**src/rtl/muldiv_sequencer_if.sv**
```systemverilog
// rtl/muldiv_sequencer_if.sv - request/result interface of the RV32M multiply/divide sequencer
interface muldiv_sequencer_if #(
    parameter int WIDTH = 32
);
    logic             start;
    logic [2:0]       funct3;
    logic [WIDTH-1:0] a;
    logic [WIDTH-1:0] b;
    logic             flush;
    logic             busy;
    logic             stall;
    logic             done;
    logic [WIDTH-1:0] result;

    modport master (
        output start, funct3, a, b, flush,
        input  busy, stall, done, result
    );

    modport slave (
        input  start, funct3, a, b, flush,
        output busy, stall, done, result
    );
endinterface

```
**src/rtl/muldiv_sequencer.sv**
```systemverilog
// rtl/muldiv_sequencer.sv - iterative RV32M shift-add multiply / restoring divide with pipeline stall
// Optional build macro MULDIV_ZERO_SKIP_EN short-cuts zero operands straight to DONE.
module muldiv_sequencer #(
    parameter int WIDTH = 32,
    parameter int CNT_W = 6
) (
    input  logic               clk,
    input  logic               reset,
    muldiv_sequencer_if.slave  bus
);
    localparam int W2 = 2 * WIDTH;
    localparam logic [WIDTH-1:0] MIN_INT = {1'b1, {(WIDTH-1){1'b0}}};
    localparam logic [CNT_W-1:0] CNT_LAST = CNT_W'(WIDTH - 1);
    localparam logic [CNT_W-1:0] CNT_ONE  = CNT_W'(1);

    typedef enum logic [2:0] {S_IDLE, S_PREP, S_CALC, S_FIX, S_DONE} state_t;

    state_t           state_q, state_d;
    logic [2:0]       op_q, op_d;
    logic [WIDTH-1:0] a_q, a_d, b_q, b_d, opnd_q, opnd_d, result_q, result_d;
    logic [W2-1:0]    acc_q, acc_d;
    logic [CNT_W-1:0] cnt_q, cnt_d;
    logic             neg_q, neg_d, neg_rem_q, neg_rem_d;

    logic             is_div, a_signed, b_signed, a_neg, b_neg;
    logic             b_zero, ovf, special_hit, zero_hit;
    logic [WIDTH-1:0] abs_a, abs_b, special_val, step_opnd, quot, rem, fix_result;
    logic [W2-1:0]    step_acc, mul_next, div_next, step_next, prod;
    logic [WIDTH:0]   mul_sum, div_trial;

    always_ff @(posedge clk or posedge reset) begin
        if (reset) begin
            state_q   <= S_IDLE;
            op_q      <= '0;
            a_q       <= '0;
            b_q       <= '0;
            opnd_q    <= '0;
            result_q  <= '0;
            acc_q     <= '0;
            cnt_q     <= '0;
            neg_q     <= 1'b0;
            neg_rem_q <= 1'b0;
        end else begin
            state_q   <= state_d;
            op_q      <= op_d;
            a_q       <= a_d;
            b_q       <= b_d;
            opnd_q    <= opnd_d;
            result_q  <= result_d;
            acc_q     <= acc_d;
            cnt_q     <= cnt_d;
            neg_q     <= neg_d;
            neg_rem_q <= neg_rem_d;
        end
    end

    // Datapath: PREP feeds the first iteration from the absolute operands, CALC from the accumulator.
    always_comb begin
        is_div   = op_q[2];
        a_signed = (op_q == 3'b001) || (op_q == 3'b010) || (op_q == 3'b100) || (op_q == 3'b110);
        b_signed = (op_q == 3'b001) || (op_q == 3'b100) || (op_q == 3'b110);
        a_neg    = a_signed & a_q[WIDTH-1];
        b_neg    = b_signed & b_q[WIDTH-1];
        abs_a    = a_neg ? ({WIDTH{1'b0}} - a_q) : a_q;
        abs_b    = b_neg ? ({WIDTH{1'b0}} - b_q) : b_q;

        step_acc  = (state_q == S_PREP) ? {{WIDTH{1'b0}}, abs_a} : acc_q;
        step_opnd = (state_q == S_PREP) ? abs_b : opnd_q;

        mul_sum   = {1'b0, step_acc[W2-1:WIDTH]} + (step_acc[0] ? {1'b0, step_opnd} : {(WIDTH+1){1'b0}});
        mul_next  = {mul_sum, step_acc[WIDTH-1:1]};
        div_trial = step_acc[W2-1:WIDTH-1] - {1'b0, step_opnd};
        div_next  = div_trial[WIDTH] ? {step_acc[W2-2:0], 1'b0}
                                     : {div_trial[WIDTH-1:0], step_acc[WIDTH-2:0], 1'b1};
        step_next = is_div ? div_next : mul_next;

        b_zero      = (b_q == '0);
        ovf         = !op_q[0] && (a_q == MIN_INT) && (b_q == '1);
        special_hit = is_div && (b_zero || ovf);
        if (b_zero) special_val = op_q[1] ? a_q : '1;
        else        special_val = op_q[1] ? '0 : MIN_INT;
`ifdef MULDIV_ZERO_SKIP_EN
        zero_hit = is_div ? ((a_q == '0) && !b_zero) : ((a_q == '0) || b_zero);
`else
        zero_hit = 1'b0;
`endif

        prod = neg_q ? ({W2{1'b0}} - acc_q) : acc_q;
        quot = neg_q ? ({WIDTH{1'b0}} - acc_q[WIDTH-1:0]) : acc_q[WIDTH-1:0];
        rem  = neg_rem_q ? ({WIDTH{1'b0}} - acc_q[W2-1:WIDTH]) : acc_q[W2-1:WIDTH];
        case (op_q)
            3'b000:                 fix_result = prod[WIDTH-1:0];
            3'b001, 3'b010, 3'b011: fix_result = prod[W2-1:WIDTH];
            3'b100, 3'b101:         fix_result = quot;
            default:                fix_result = rem;
        endcase
    end

    always_comb begin
        state_d   = state_q;
        op_d      = op_q;
        a_d       = a_q;
        b_d       = b_q;
        opnd_d    = opnd_q;
        result_d  = result_q;
        acc_d     = acc_q;
        cnt_d     = cnt_q;
        neg_d     = neg_q;
        neg_rem_d = neg_rem_q;

        if (bus.flush) begin
            state_d = S_IDLE;
        end else begin
            case (state_q)
                S_IDLE, S_DONE: begin
                    if (bus.start) begin
                        op_d    = bus.funct3;
                        a_d     = bus.a;
                        b_d     = bus.b;
                        state_d = S_PREP;
                    end else begin
                        state_d = S_IDLE;
                    end
                end
                S_PREP: begin
                    cnt_d = '0;
                    if (special_hit) begin
                        result_d = special_val;
                        state_d  = S_DONE;
                    end else if (zero_hit) begin
                        result_d = '0;
                        state_d  = S_DONE;
                    end else begin
                        // cnt counts completed iterations; the first one happens here.
                        acc_d     = step_next;
                        opnd_d    = abs_b;
                        neg_d     = a_neg ^ b_neg;
                        neg_rem_d = a_neg;
                        cnt_d     = CNT_ONE;
                        state_d   = S_CALC;
                    end
                end
                S_CALC: begin
                    acc_d = step_next;
                    if (cnt_q == CNT_LAST) state_d = S_FIX;
                    else                   cnt_d   = cnt_q + CNT_ONE;
                end
                S_FIX: begin
                    result_d = fix_result;
                    state_d  = S_DONE;
                end
                default: state_d = S_IDLE;
            endcase
        end
    end

    assign bus.busy   = (state_q != S_IDLE);
    assign bus.done   = (state_q == S_DONE);
    assign bus.result = result_q;
    assign bus.stall  = (state_q == S_PREP) || (state_q == S_CALC) || (state_q == S_FIX) ||
                        (((state_q == S_IDLE) || (state_q == S_DONE)) && bus.start && !bus.flush);
endmodule
```
**src/flat_wrapper.sv**
```systemverilog
// flat-port wrapper written by rule: the top's interface ports become plain ports
module muldiv_sequencer_flat 
#(
    parameter int WIDTH = 32,
    parameter int CNT_W = 6
)
  (clk, reset, bus_start, bus_funct3, bus_a, bus_b, bus_flush, bus_busy, bus_stall, bus_done, bus_result);
  muldiv_sequencer_if #(.WIDTH(WIDTH)) bus_i ();
  input  logic clk;
  input  logic reset;
  input wire logic [$bits(bus_i.start)-1:0] bus_start;
  input wire logic [$bits(bus_i.funct3)-1:0] bus_funct3;
  input wire logic [$bits(bus_i.a)-1:0] bus_a;
  input wire logic [$bits(bus_i.b)-1:0] bus_b;
  input wire logic [$bits(bus_i.flush)-1:0] bus_flush;
  output wire logic [$bits(bus_i.busy)-1:0] bus_busy;
  output wire logic [$bits(bus_i.stall)-1:0] bus_stall;
  output wire logic [$bits(bus_i.done)-1:0] bus_done;
  output wire logic [$bits(bus_i.result)-1:0] bus_result;
  assign bus_i.start = bus_start;
  assign bus_i.funct3 = bus_funct3;
  assign bus_i.a = bus_a;
  assign bus_i.b = bus_b;
  assign bus_i.flush = bus_flush;
  assign bus_busy = bus_i.busy;
  assign bus_stall = bus_i.stall;
  assign bus_done = bus_i.done;
  assign bus_result = bus_i.result;
  muldiv_sequencer #(.WIDTH(WIDTH), .CNT_W(CNT_W)) u_core (.clk(clk), .reset(reset), .bus(bus_i));
endmodule
```
**config.mk**
```make
export PLATFORM = sky130hd
export DESIGN_NAME = muldiv_sequencer_flat
export DESIGN_NICKNAME = d
export VERILOG_FILES = /design/src/rtl/muldiv_sequencer_if.sv /design/src/rtl/muldiv_sequencer.sv /design/src/flat_wrapper.sv
export SDC_FILE = /design/constraint.sdc
export NUM_CORES = 1
export LEC_CHECK = 0
export BUFFER_PORTS_ARGS = -buffer_cell sky130_fd_sc_hd__buf_2
export CORE_AREA = 2 2 253 180
export CTS_BUF_LIST = sky130_fd_sc_hd__clkbuf_4 sky130_fd_sc_hd__clkbuf_8 sky130_fd_sc_hd__clkbuf_16
export DETAILED_ROUTE_END_ITERATION = 16
export DIE_AREA = 0 0 255 182
export GPL_TIMING_DRIVEN = 0
export PLACE_DENSITY = 0.64
export SYNTH_ARGS = -nofsm -noshare
export SYNTH_HDL_FRONTEND = slang
export SYNTH_SLANG_ARGS = --single-unit
```
**constraint.sdc**
```tcl
create_clock -name clk -period 8.4 [get_ports clk]
set_clock_uncertainty 0.05 [all_clocks]
set_input_delay 1.26 -clock clk [delete_from_list [all_inputs] [get_ports clk]]
set_output_delay 1.26 -clock clk [all_outputs]
set_load 0.01 [all_outputs]
```
==> out/results.tsv <==
stage	metric	value	unit
global_route	antenna_found_initial	2	
die	core	44300	sq um
die	pin_count	106	
clock_tree	clk_pin_slew	0.06	ns
sta	whs	0.432	ns
global_route	grt_pass1_wl	110	mm
logic_synthesis	synthCells	2192	
logic_synthesis	synth_ff_type	dfrtp_1	
logic_synthesis	synth_area_per_cell	7.95	sq um
cells_and_area	mostFrequentLayoutCells	nor2_1 (248), a21oi_1 (230), dfrtp_1 (206), nand2_1 (193), o21ai_0 (185)	
sta	post-route-period-util	86.4	%
worst_setup_path	crit_buf_inv	6	
logic_synthesis	synth_compound_area_share	25.0	%
drt	drcViolationCount	0	
die	initial_utilization	39.3	%
drt	dr_total_vias	18500	
cells_and_area	drive_gt1_share	11.1	%
cells_and_area	utilization	44.3	%
logic_synthesis	synth-edff-count	0	
global_route	grt_use_met2	42.1	%
worst_setup_path	endpoint_kind	flop	
drt	drt_wl_total	74.2	mm
logic_synthesis	synth_top_family_by_area	compound AO/OA/AOI/OAI gates	
worst_setup_path	cp.arrival	7.64	ns
clock_tree	clockBufferDepth	3	
power_and_ir_drop	power.density	449	nW/um^2
worst_setup_path	crit_chain	clkbuf_1 > nand2_1 > clkbuf_1 > clkbuf_1 > clkbuf_1 > clkbuf_1 > nor2_1 > a21oi_1 > ha_1 > a21o_1 > a21o_1 > a21oi_1 > and3_1 > and3_1 > nor3_1 > nor2_1 > clkbuf_1 > o21ai_0 > a221o_1	
sta	worstMarginPinSlew	1.25	ns
logic_synthesis	seq_area_frac_synth	29.6	%
logic_synthesis	synth_top_area_cell	dfrtp_1	
die	fp.dieH	182	um
cells_and_area	insertedDiodeCount	0	
worst_setup_path	crit_required	8.79	ns
global_route	grt_pass1_vias	17300	
logic_synthesis	synth-seq-cells	206	
logic_synthesis	async_flop_share	100	%
cells_and_area	layout_commonest_cell	nor2_1	
logic_synthesis	synthXorXnorAreaFrac	8.80	%
clock_tree	tritoncts	built	
global_route	met1_usage	46.6	%
drt	drt_iter0_drc	2619	
die	die_area	46400	sq um
sta	final_max_slew_viol_count	0	
global_route	grt.busiest_layer	met1	
worst_setup_path	critPathMaxStageDelay	0.76	ns
power_and_ir_drop	p_leak	0.00797	uW
logic_synthesis	synth_nets	2335	
clock_tree	cts_buffers	25	
logic_synthesis	synth_area	17400	sq um
logic_synthesis	yosysTopAreaCellShare	29.6	%
hold_path	hp-class	reg2reg	
sta	max_freq	138	MHz
drt	drtAntennaViolNets	0	
die	chipWidth	255	um
logic_synthesis	synthAdderAreaFrac	5.26	%
clock_tree	cts_resized	0	
global_route	track_usage	31.5	%
sta	maxSlewHeadroom	16.2	%
worst_setup_path	startpoint_type	flop	
worst_setup_path	worstSetupPathType	reg2reg	
logic_synthesis	synth_cell_types	90	
logic_synthesis	synth.area.top_cells	dfrtp_1 (30%), a21oi_1 (6.6%), nor2_1 (5.3%)	
worst_setup_path	crit_family	buffers and inverters	
global_route	grt.met3_usage	12.5	%
sta	rsz0062_at_grt	false	
sta	fin_crit	7.26	ns
logic_synthesis	synthSimpleGateAreaFrac	20.8	%
die	rows	65	
worst_setup_path	cp_common_cell	clkbuf_1	
clock_tree	clk-insertion-delay-late	0.57	ns
drt	avgViaCountPerCell	6.28	
clock_tree	postCtsSetupBuffers	0	
logic_synthesis	muxShareOfSynthArea	6.60	%
clock_tree	cts_root_buf	clkbuf_16	
sta	worst_slack	1.14	ns
drt	first_pass_iters	6	
cells_and_area	syn_to_final_growth	12.7	%
power_and_ir_drop	vdd.ir_drop.worst	0.000202	V
placement	gp_congestion	1.04	
clock_tree	ctsHtreeMaxLevel	1	
power_and_ir_drop	power	8820	uW
flow_run	max-cap-violations	0	
status	status	finished, final reports clean	
global_route	overflow	0	
global_route	grt_max_degree	106	
placement	io_buffers	104	
worst_setup_path	slowest_stage	a21oi_1	
sta	hold_violations	0	
placement	dpl.hpwl	58.2	mm
worst_setup_path	critPathMaxFanout	10	
logic_synthesis	yosys_warnings	0	
clock_tree	holdBufCountCts	0	
placement	dp_slack	1.53	ns
cells_and_area	fin_nets	2468	
sta	finalSetupViolCount	0	
clock_tree	cts.sinks	206	
drt	avgRoutedWirePerCell	25.2	um
[report_power, final]
group | internal [uW] | switching [uW] | total [uW]
sequential | 1340 | 532 | 1880
combinational | 2070 | 3680 | 5750
clock | 706 | 481 | 1190
[cells in the mapped netlist, types with 5 or more instances]
library cell  number
and3_1            21
o221ai_1           9
o31ai_1           39
nand2_1          193
inv_1             42
a211oi_1          17
o211ai_1          26
o21bai_1           9
a31oi_1           27
a22oi_1            5
nand2b_1          23
buf_1              5
or3_1             26
dfrtp_1          206
o22ai_1           20
nand4_1           21
nor3b_1            8
ha_1              70
o41ai_1           17
or4_1             15
and2_1            39
a221oi_1          14
xor2_1            77
nor4_1            15
nor2b_1           17
nand3_1           36
a21o_1            23
clkbuf_1         127
o21a_1            17
or2_2             10
a21oi_1          230
mux2_2            69
o211a_1            5
o21ai_0          185
xnor2_1           98
nor2_1           248
nor3_1            45
mux2i_1           35
[worst register-to-register path, delay by kind of cell (launching register included)]
family          cells  cell delay [ns]
compound gates      6             2.17
fa+ha+maj           1             0.42
simple gates        6             1.20
flops               1             0.36
buf+inv             6             2.92
[layout make-up]
cell class | count | area (sq um)
fill | 4444 | 24700
clock buffer | 35 | 732
multi-input combinational | 1805 | 11600
tap | 603 | 754
inverter | 44 | 173
sequential | 206 | 5150
timing repair buffer | 106 | 556
buffer | 137 | 523
clock inverter | 10 | 153
[flip-flops by register name, indices dropped and copies added (netlist names), 3 cells and up]
register and cells:
u_core.opnd_q 32, u_core.cnt_q 6, u_core.b_q 32, u_core.state_q 3, u_core.bus.result 32, u_core.a_q 32, u_core.op_q 3, u_core.acc_q 64
[layer usage]
| metal | wire length [um] | vias to the layer above |
|---|---|---|
| li1 | - | 8261 |
| met1 | 32900 | 9042 |
| met2 | 28800 | 1065 |
| met3 | 10900 | 129 |
| met4 | 1650 | 6 |
| met5 | 39 | - |
[cell families after synthesis]
| group | count (synthesis) |
|---|---|
| buf+inv | 181 |
| compound gates | 705 |
| fa+ha+maj | 72 |
| flops | 206 |
| mux | 105 |
| xor+xnor | 175 |
| simple gates | 748 |
[stage by stage]
stage	area (sq um)	setup TNS, ns	cells
global placement	18700	-208.61	2899
CTS	19600	0	2946
global route	19600	0	2946
floorplan	17400	0	2192
detailed placement	18800	0	2901
finish	19600	0	2946
[worst paths after layout]
check | startpoint | to | slack, ns | cells past startpoint
setup reg to reg | u_core.state_q[0]$_DFFE_PP0P_ | u_core.acc_q[58]$_DFFE_PP0P_ | 1.14 | 19
hold reg to reg | u_core.bus.result[10]$_DFFE_PP0P_ | u_core.bus.result[10]$_DFFE_PP0P_ | 0.43 | 2
max in group asynchronous | reset | u_core.bus.result[25]$_DFFE_PP0P_ | 6.52 | 3
min in group asynchronous | reset | u_core.b_q[14]$_DFFE_PP0P_ | 0.76 | 2
hold / removal | u_core.bus.result[10]$_DFFE_PP0P_ | u_core.bus.result[10]$_DFFE_PP0P_ | 0.43 | 2
setup / recovery | u_core.state_q[0]$_DFFE_PP0P_ | u_core.acc_q[58]$_DFFE_PP0P_ | 1.14 | 19
No activity file was read; power rests on OpenSTA's default activity.
